`src/rtl/f32_mult_arbiter_if.sv`:
```
// -----------------------------------------------------------------------------
// f32_mult_arbiter_if
//   Requester-side bus of the shared f32 multiplier arbiter.
//   master : requester side (drives operands, receives results)
//   slave  : arbiter side
// Signals
//   req_valid [N_REQ]     requester i has an operand pair pending
//   req_a/req_b [32*N]    operands, requester i at [32*i +: 32]
//   req_ready [N_REQ]     one-hot accept
//   rsp_valid [N_REQ]     one-hot 1-cycle result strobe
//   rsp_p [32]            product (IEEE-754 single)
//   rsp_err               timeout abort flag, valid with rsp_valid
// -----------------------------------------------------------------------------
interface f32_mult_arbiter_if #(
    parameter int N_REQ = 4
);
    logic [N_REQ-1:0]    req_valid;
    logic [32*N_REQ-1:0] req_a;
    logic [32*N_REQ-1:0] req_b;
    logic [N_REQ-1:0]    req_ready;
    logic [N_REQ-1:0]    rsp_valid;
    logic [31:0]         rsp_p;
    logic                rsp_err;

    modport master (
        output req_valid, req_a, req_b,
        input  req_ready, rsp_valid, rsp_p, rsp_err
    );

    modport slave (
        input  req_valid, req_a, req_b,
        output req_ready, rsp_valid, rsp_p, rsp_err
    );
endinterface

```
`src/rtl/f32_mult_arbiter.sv`:
```
// -----------------------------------------------------------------------------
// f32_mult_arbiter
//   Shares one f32_mult between N_REQ requesters. Round-robin grant with a
//   single operation in flight: IDLE -> ISSUE -> WAIT -> RESP -> IDLE.
//   Operands are latched at accept and held on mult_a/mult_b for the whole op.
// Ports
//   clk, rst_n   clock (rising edge), synchronous active-low reset
//   bus          requester bus (f32_mult_arbiter_if.slave)
//   mult_start   1-cycle start pulse to f32_mult (ISSUE state)
//   mult_a/b     latched operands to f32_mult
//   mult_done    done pulse from f32_mult, honoured only in WAIT
//   mult_p       product from f32_mult, valid with mult_done
// Configuration
//   F32_MARB_TIMEOUT_EN  when defined, WAIT aborts after TIMEOUT cycles
//                        without mult_done, returning 7FC00000 with rsp_err=1.
// -----------------------------------------------------------------------------
module f32_mult_arbiter #(
    parameter int N_REQ   = 4,
    parameter int TIMEOUT = 32
) (
    input  logic                clk,
    input  logic                rst_n,
    f32_mult_arbiter_if.slave   bus,
    output logic                mult_start,
    output logic [31:0]         mult_a,
    output logic [31:0]         mult_b,
    input  logic                mult_done,
    input  logic [31:0]         mult_p
);
    localparam int IW = $clog2(N_REQ);

    if (N_REQ < 2 || N_REQ > 8 || TIMEOUT < 1) begin : g_param_check
        $error("f32_mult_arbiter: N_REQ must be 2..8 and TIMEOUT >= 1");
    end

    typedef enum logic [1:0] {IDLE, ISSUE, WAIT, RESP} state_t;

    state_t        state, state_nxt;
    logic [IW-1:0] rr_ptr;
    logic [IW-1:0] gnt;
    logic [IW-1:0] pick;
    logic          found;
    int            idx;
    logic          any_req;
    logic          accept;
    logic          capture;
    logic [31:0]   capture_val;
    logic [31:0]   op_a, op_b;
    logic [31:0]   rsp_p_q;

    assign any_req = |bus.req_valid;

    // Round-robin search: first valid requester starting at rr_ptr, wrapping.
    // NOTE: every variable written in a combinational block gets a default
    // first, so no path leaves it unassigned and no latch is inferred.
    always_comb begin
        pick  = rr_ptr;
        found = 1'b0;
        idx   = 0;
        for (int k = 0; k < N_REQ; k++) begin
            idx = int'(rr_ptr) + k;
            if (idx >= N_REQ) idx = idx - N_REQ;
            if (!found && bus.req_valid[idx]) begin
                found = 1'b1;
                pick  = IW'(idx);
            end
        end
    end

`ifdef F32_MARB_TIMEOUT_EN
    localparam int TW = $clog2(TIMEOUT + 1);
    logic [TW-1:0] to_cnt;
    logic          capture_err;
    logic          err_q;
`endif

    always_comb begin
        state_nxt   = state;
        accept      = 1'b0;
        capture     = 1'b0;
        capture_val = mult_p;
`ifdef F32_MARB_TIMEOUT_EN
        capture_err = 1'b0;
`endif
        case (state)
            IDLE: begin
                // Granted requester is valid by construction, so any pending
                // request completes the handshake this cycle.
                if (any_req) begin
                    accept    = 1'b1;
                    state_nxt = ISSUE;
                end
            end
            ISSUE: state_nxt = WAIT;
            WAIT: begin
                if (mult_done) begin
                    capture   = 1'b1;
                    state_nxt = RESP;
                end
`ifdef F32_MARB_TIMEOUT_EN
                else if (to_cnt == TW'(TIMEOUT - 1)) begin
                    capture     = 1'b1;
                    capture_val = 32'h7FC0_0000;
                    capture_err = 1'b1;
                    state_nxt   = RESP;
                end
`endif
            end
            RESP:    state_nxt = IDLE;
            default: state_nxt = IDLE;
        endcase
    end

    // NOTE: state registers use non-blocking assignments so every flop samples
    // the pre-edge values regardless of statement order.
    always_ff @(posedge clk) begin
        if (!rst_n) begin
            state   <= IDLE;
            rr_ptr  <= '0;
            gnt     <= '0;
            op_a    <= '0;
            op_b    <= '0;
            rsp_p_q <= '0;
        end else begin
            state <= state_nxt;
            if (accept) begin
                gnt  <= pick;
                op_a <= bus.req_a[32*int'(pick) +: 32];
                op_b <= bus.req_b[32*int'(pick) +: 32];
            end
            if (capture) rsp_p_q <= capture_val;
            // Pointer moves past the requester just served, so a waiting
            // competitor is found before it on the next search.
            if (state == RESP) rr_ptr <= (gnt == IW'(N_REQ - 1)) ? '0 : gnt + IW'(1);
        end
    end

`ifdef F32_MARB_TIMEOUT_EN
    // Counter is held at zero outside WAIT, which clears it on WAIT entry.
    always_ff @(posedge clk) begin
        if (!rst_n) begin
            to_cnt <= '0;
            err_q  <= 1'b0;
        end else begin
            to_cnt <= (state == WAIT) ? to_cnt + TW'(1) : '0;
            if (capture) err_q <= capture_err;
        end
    end
    assign bus.rsp_err = (state == RESP) && err_q;
`else
    assign bus.rsp_err = 1'b0;
`endif

    assign bus.req_ready = (state == IDLE && any_req) ? (N_REQ'(1) << pick) : '0;
    assign bus.rsp_valid = (state == RESP) ? (N_REQ'(1) << gnt) : '0;
    assign bus.rsp_p     = rsp_p_q;
    assign mult_start    = (state == ISSUE);
    assign mult_a        = op_a;
    assign mult_b        = op_b;
endmodule

```
`src/flat_wrapper.sv`:
```
// flat-port wrapper written by rule: the top's interface ports become plain ports
module f32_mult_arbiter_flat 
#(
    parameter int N_REQ   = 4,
    parameter int TIMEOUT = 32
)
  (clk, rst_n, mult_start, mult_a, mult_b, mult_done, mult_p, bus_req_valid, bus_req_a, bus_req_b, bus_req_ready, bus_rsp_valid, bus_rsp_p, bus_rsp_err);
  f32_mult_arbiter_if #(.N_REQ(N_REQ)) bus_i ();
  input  logic clk;
  input  logic rst_n;
  output logic mult_start;
  output logic [31:0] mult_a;
  output logic [31:0] mult_b;
  input  logic mult_done;
  input  logic [31:0] mult_p;
  input wire logic [$bits(bus_i.req_valid)-1:0] bus_req_valid;
  input wire logic [$bits(bus_i.req_a)-1:0] bus_req_a;
  input wire logic [$bits(bus_i.req_b)-1:0] bus_req_b;
  output wire logic [$bits(bus_i.req_ready)-1:0] bus_req_ready;
  output wire logic [$bits(bus_i.rsp_valid)-1:0] bus_rsp_valid;
  output wire logic [$bits(bus_i.rsp_p)-1:0] bus_rsp_p;
  output wire logic [$bits(bus_i.rsp_err)-1:0] bus_rsp_err;
  assign bus_i.req_valid = bus_req_valid;
  assign bus_i.req_a = bus_req_a;
  assign bus_i.req_b = bus_req_b;
  assign bus_req_ready = bus_i.req_ready;
  assign bus_rsp_valid = bus_i.rsp_valid;
  assign bus_rsp_p = bus_i.rsp_p;
  assign bus_rsp_err = bus_i.rsp_err;
  f32_mult_arbiter #(.N_REQ(N_REQ), .TIMEOUT(TIMEOUT)) u_core (.clk(clk), .rst_n(rst_n), .bus(bus_i), .mult_start(mult_start), .mult_a(mult_a), .mult_b(mult_b), .mult_done(mult_done), .mult_p(mult_p));
endmodule
```
`config.mk`:
```
export PLATFORM = sky130hd
export DESIGN_NAME = f32_mult_arbiter_flat
export DESIGN_NICKNAME = d
export VERILOG_FILES = /design/src/rtl/f32_mult_arbiter_if.sv /design/src/rtl/f32_mult_arbiter.sv /design/src/flat_wrapper.sv
export SDC_FILE = /design/constraint.sdc
export NUM_CORES = 1
export LEC_CHECK = 0
export BUFFER_PORTS_ARGS = -buffer_cell sky130_fd_sc_hd__buf_2
export CAP_MARGIN = 20
export CORE_AREA = 2 2 157 159
export DETAILED_ROUTE_END_ITERATION = 12
export DIE_AREA = 0 0 159 161
export GPL_TIMING_DRIVEN = 1
export PLACE_DENSITY = 0.51
export SETUP_SLACK_MARGIN = 0.05
export SLEW_MARGIN = 20
export SYNTH_ARGS = -nofsm -noshare
export SYNTH_HDL_FRONTEND = slang
export SYNTH_SLANG_ARGS = --single-unit
```
`constraint.sdc`:
```
create_clock -name clk -period 3.29 [get_ports clk]
set_clock_uncertainty 0.2 [all_clocks]
set_input_delay 0.8225 -clock clk [delete_from_list [all_inputs] [get_ports clk]]
set_output_delay 0.8225 -clock clk [all_outputs]
set_load 0.01 [all_outputs]
```
# ---- Word-level counts from Yosys, hierarchy flattened
# Cells that the tools add are included.
dict set report classes {
  add_sub_neg 8
  n_mul 0
  div_mod_pow 0
  n_lt_le_gt_ge 8
  n_eq_ne 6
  shifts 4
  mux 33
  bitwise_logic 0
  reduce_logical 10
}
# op count
set ops {}
lappend ops {{variable part select 128 x 8 -> 32 bit} 2}
lappend ops {{< comparator 32 x 4 -> 1 bit (second input constant)} 4}
lappend ops {{two-way mux 32 bit} 4}
lappend ops {{>= comparator 32 x 4 -> 1 bit (second input constant)} 3}
lappend ops {{subtractor 32 x 4 -> 32 bit (second input constant)} 3}
lappend ops {{two-way mux 1 bit} 15}
lappend ops {{two-way mux 2 bit} 7}
lappend ops {{binary-select mux 1 bit (select 2 bit)} 4}
lappend ops {{two-way mux 4 bit} 2}
lappend ops {{one-hot mux 2 bit (4 select lines)} 1}
lappend ops {{<< shifter 1 x 2 -> 4 bit (first input constant)} 2}
lappend ops {{adder 2 x 2 -> 3 bit (second input constant)} 2}
lappend ops {{equality test 2 bit (second input constant)} 3}
lappend ops {{logical AND 1 bit} 4}
lappend ops {{OR reduction 4 bit} 1}
lappend ops {{subtractor 2 x 3 -> 4 bit (second input constant)} 1}
lappend ops {{adder 2 x 1 -> 3 bit (second input constant)} 1}
lappend ops {{>= comparator 2 x 3 -> 1 bit (second input constant)} 1}
lappend ops {{zero test 1 bit} 3}
lappend ops {{adder 2 x 1 -> 2 bit (second input constant)} 1}
lappend ops {{equality test 2 x 1 -> 1 bit (second input constant)} 1}
lappend ops {{zero test 2 bit} 1}
lappend ops {{!= test 2 x 1 -> 1 bit (second input constant)} 1}
lappend ops {{!= test 2 bit (second input constant)} 1}
lappend ops {{AND reduction 2 bit} 1}
dict set report word_totals {
  regBits 102
  latch_bits 0
  ram_bits 0
  mem_bits_ro 0
  in_bits 295
  out_inout_bits 106
  word_cells 75
  n_memories 0
}

# ---- Depth between registers and ports, before layout
dict set report depth {
  ltp_word 17
  ltp_mapped 9
  ltp_nobuf 7
}

# ---- Worst setup path after synthesis
# Ideal clock, no wire load.
dict set report synth_timing {
  kind {input port to output port}
  start {in bus_req_valid[0]}
  end {out bus_req_ready[1]}
  arrival_time_ps 1986
  t_required_ps 2267
  slack_ps 281
  stages 7
  n_path_buf 3
  cell_sequence {nor2b_1 -> o21ba_1 -> a211o_1 -> buf_6 -> buf_12 -> buf_8 -> nor2_1}
}
dict set report synth_between {
  elab_chain_len 15
  word_cells_on_any_way 29
  classes_between {1 x shift; 20 x mux; 8 x reduce/logical}
}
# element line_no
set synth_lines {}
lappend synth_lines {{from (decl)} flat_wrapper.sv:16} ;# input wire logic [$bits(bus_i.req_valid)-1:0] bus_req_valid;
lappend synth_lines {{binary-select mux 1 bit (select 2 bit)} f32_mult_arbiter.sv:63} ;# if (!found && bus.req_valid[idx]) begin
lappend synth_lines {{two-way mux 1 bit (implied by the code) (2 in a row)} f32_mult_arbiter.sv:63}
lappend synth_lines {{two-way mux 1 bit} f32_mult_arbiter.sv:63}
lappend synth_lines {{zero test 1 bit} f32_mult_arbiter.sv:63}
lappend synth_lines {{logical AND 1 bit} f32_mult_arbiter.sv:63}
lappend synth_lines {{two-way mux 1 bit} f32_mult_arbiter.sv:63}
lappend synth_lines {{zero test 1 bit} f32_mult_arbiter.sv:63}
lappend synth_lines {{logical AND 1 bit} f32_mult_arbiter.sv:63}
lappend synth_lines {{two-way mux 1 bit} f32_mult_arbiter.sv:63}
lappend synth_lines {{zero test 1 bit} f32_mult_arbiter.sv:63}
lappend synth_lines {{logical AND 1 bit} f32_mult_arbiter.sv:63}
lappend synth_lines {{two-way mux 2 bit} f32_mult_arbiter.sv:63}
lappend synth_lines {{<< shifter 1 x 2 -> 4 bit} f32_mult_arbiter.sv:154} ;# assign bus.req_ready = (state == IDLE && any_req) ? (N_REQ'(1) << pick) : '0;
lappend synth_lines {{two-way mux 4 bit *} f32_mult_arbiter.sv:154}
lappend synth_lines {{to (decl)} flat_wrapper.sv:19} ;# output wire logic [$bits(bus_i.req_ready)-1:0] bus_req_ready;
# Mark *: on every way between the ends. The rest lies on a longest branch, timed or not. The select of a mux whose other input is x is not followed.

# ---- Final worst setup path
dict set report layout_timing {
  start {in bus_req_valid[2]}
  end {out bus_req_ready[1]}
}
# The elaborated chain is that of the path after synthesis.

==> impl_metrics.json <==
{
  "outcome": "finished, final reports clean",
  "cts-buffers-inserted": 9,
  "syn2layout_area_growth_pct": 46.20,
  "die_w_um": 159,
  "finalSetupTns_ns": 0,
  "die_y_um": 161,
  "max_freq_ghz": 0.3388,
  "synth.avg_cell_area_um2": 9.554,
  "crit_arrival_ns": 1.93,
  "setup_violations": 0,
  "ant_nets": 0,
  "synth-edff-count": 0,
  "cts_max_level": 3,
  "antenna_found_initial": 1,
  "insertion_delay_ns": 0.34,
  "grt_usage_pct": 15.29,
  "ios": 401,
  "critPathKind": "in -> out",
  "avgRoutedWirePerCell_um": 16.14,
  "worst_pin_slew_ns": 0.9339,
  "place_area_mm2": 0.007589,
  "port_buffers": 399,
  "synthesis.area_mm2": 0.005379,
  "clockRootBuffer": "clkbuf_16",
  "period_needed_ns": 2.952,
  "synthTopCellsByArea": "dfxtp_1, mux2i_1, o221ai_1",
  "r2r_setup_slack_ns": 0.81,
  "die_area_mm2": 0.02560,
  "pre_cts_slack_ns": 0.1644,
  "route.detailed.drc": 0,
  "cts_max_path_buffers": 2,
  "yosys_most_used_dff": "dfxtp_1",
  "required_ns": 2.27,
  "setup_slack_ns": 0.3384,
  "p_leak_uw": 0.004217,
  "netlist_instances": 563,
  "place_hpwl_mm": 15.70,
  "p_per_area_mw_per_mm2": 603.4,
  "async_flop_share_pct": 0,
  "drtIter0Drc": 192,
  "slew_viol_final": 0,
  "path_max_fanout": 9,
  "cp-start-kind": "input port",
  "num-nets-final": 1240,
  "holdCritPathClass": "reg -> reg",
  "max_slew_margin_pct": 37.74,
  "clock-sinks": 102,
  "cap_viol_max_count": 0,
  "nFillCells": 2598,
  "endpoint_kind": "output port",
  "grt_pass1_vias": 5791,
  "ys_warn_count": 0,
  "yosysTopAreaCell": "dfxtp_1",
  "diodes": 0,
  "yosys.area.top_type_share_pct": 37.96,
  "grt_pass1_wl_mm": 31.03,
  "initial_core_util_pct": 22.45,
  "drt-total-wl_mm": 20.42,
  "rows": 57,
  "vdd_ir_drop_max_uv": 245.9,
  "cts_hold_buf": 0,
  "whs_ns": 0.2603,
  "clk_pin_slew_worst_paths_ns": 0.06,
  "synth_seq_cells": 102,
  "drive_gt1_share_pct": 45.80,
  "cts_resized": 0,
  "final_area_mm2": 0.007864,
  "post-route-period-util_pct": 89.71,
  "coreArea_mm2": 0.02396,
  "overflow": 0,
  "grt_max_degree": 66,
  "cts_tree": "yes",
  "hold_violations": 0,
  "seq_area_frac_synth_pct": 37.96,
  "num_vias": 5559,
  "vias_per_cell": 4.394,
  "post_cts_buffers": 0,
  "syn-num-nets": 866,
  "grt_setup_unrepaired": "no",
  "firstDrtPassIters": 4,
  "synth.distinct_cells": 30,
  "place_congestion": 0.7979
}
## worst max-delay path, cell delays in order
cell     delay (ns)
buf_2          0.12
nor2b_1        0.14
a21o_1         0.18
a211o_4        0.41
nor2_1         0.12
buf_2          0.13
## final timing paths
| path | end | cells past startpoint | startpoint |
|---|---|---|---|
| max | bus_req_ready[1] | 6 | bus_req_valid[2] |
| min | u_core.mult_b[14] | 2 | u_core.mult_b[14] |
| max reg2reg | u_core.mult_b[29] | 5 | u_core.rr_ptr[0] |
| min reg2reg | u_core.mult_b[14] | 2 | u_core.mult_b[14] |
## layout make-up
class                           instances  area (um2)  share of cell area (%)
Tap cell                              324       405.4                   5.155
Multi-Input combinational cell        408        2985                   37.96
Timing Repair Buffer                  411        2137                   27.18
Clock buffer                           11       242.7                   3.087
Sequential cell                       102        2042                   25.97
Inverter                                5       18.77                  0.2387
Clock inverter                          4       32.53                  0.4137
## cells by family (layout without fill, tap and decap cells)
| group | after synthesis | count (layout) | synth area share, % |
|---|---|---|---|
| mux | 131 | 131 | 24.38 |
| buf+inv | 53 | 431 | 6.932 |
| other cells | 1 | 1 | 0.06972 |
| flops | 102 | 102 | 37.96 |
| compound gates | 109 | 109 | 16.82 |
| fa+ha+maj | 8 | 8 | 1.861 |
| simple gates | 159 | 159 | 11.98 |
## report_power, final
group / internal (uW) / switching [uW] / leakage, uW
sequential: 1580 / 186 / 0.000837
clock: 536 / 502 / 0.000128
combinational: 856 / 1080 / 0.00325
## state kept, by name, summed over array words and instances (netlist names)
| signal | cells |
|---|---|
| u_core.bus.rsp_p | 32 |
| u_core.rr_ptr | 2 |
| u_core.state | 2 |
| u_core.gnt | 2 |
| u_core.mult_a | 32 |
| u_core.mult_b | 32 |
## cell usage after synthesis (4+ instances only)
master / instances
a21boi_0: 32
and2_1: 5
buf_12: 5
buf_2: 17
buf_6: 4
clkbuf_1: 17
dfxtp_1: 102
ha_1: 8
inv_1: 5
mux2i_1: 131
nand2_1: 131
nor2_1: 10
nor2b_1: 10
o221ai_1: 64
## metal layers
metal / share of wire (%) / vias to the layer above / global-route usage, % / wire (um)
met5: 0.064 / - / 0 / 13
met3: 8.3 / 23 / 4.931 / 1703
met2: 50 / 259 / 27.51 / 10210
met1: 40 / 2491 / 17.06 / 8111
met4: 1.9 / 2 / 5.124 / 382
li1: - / 2784 / - / -
## stage by stage
stage / utilization [%] / std cells / power [uW]
after floorplan: - / 563 / 2953
after global placement: 31.67 / 1250 / 3762
after detailed placement: 31.67 / 1250 / 3767
after CTS: 32.82 / 1265 / 4849
after global routing: 32.82 / 1265 / 5073
final: 32.82 / 1265 / 4745
## layout by cell type (no fill, tap or decap), drive strengths merged
cell / count
a21boi: 32
a21o: 1
nor2: 10
a211o: 1
conb: 1
o221ai: 64
ha: 8
o21ai: 1
clkinvlp: 2
inv: 6
clkbuf: 11
o22a: 1
and2: 5
a221o: 1
dfxtp: 102
o21ba: 1
o221a: 1
nor4: 1
nand2: 131
mux2i: 131
a21oi: 3
buf: 411
o22ai: 1
clkinv: 1
a211oi: 2
nor2b: 10
nand3: 2
Note: power is estimated with default switching activity, not from simulation.
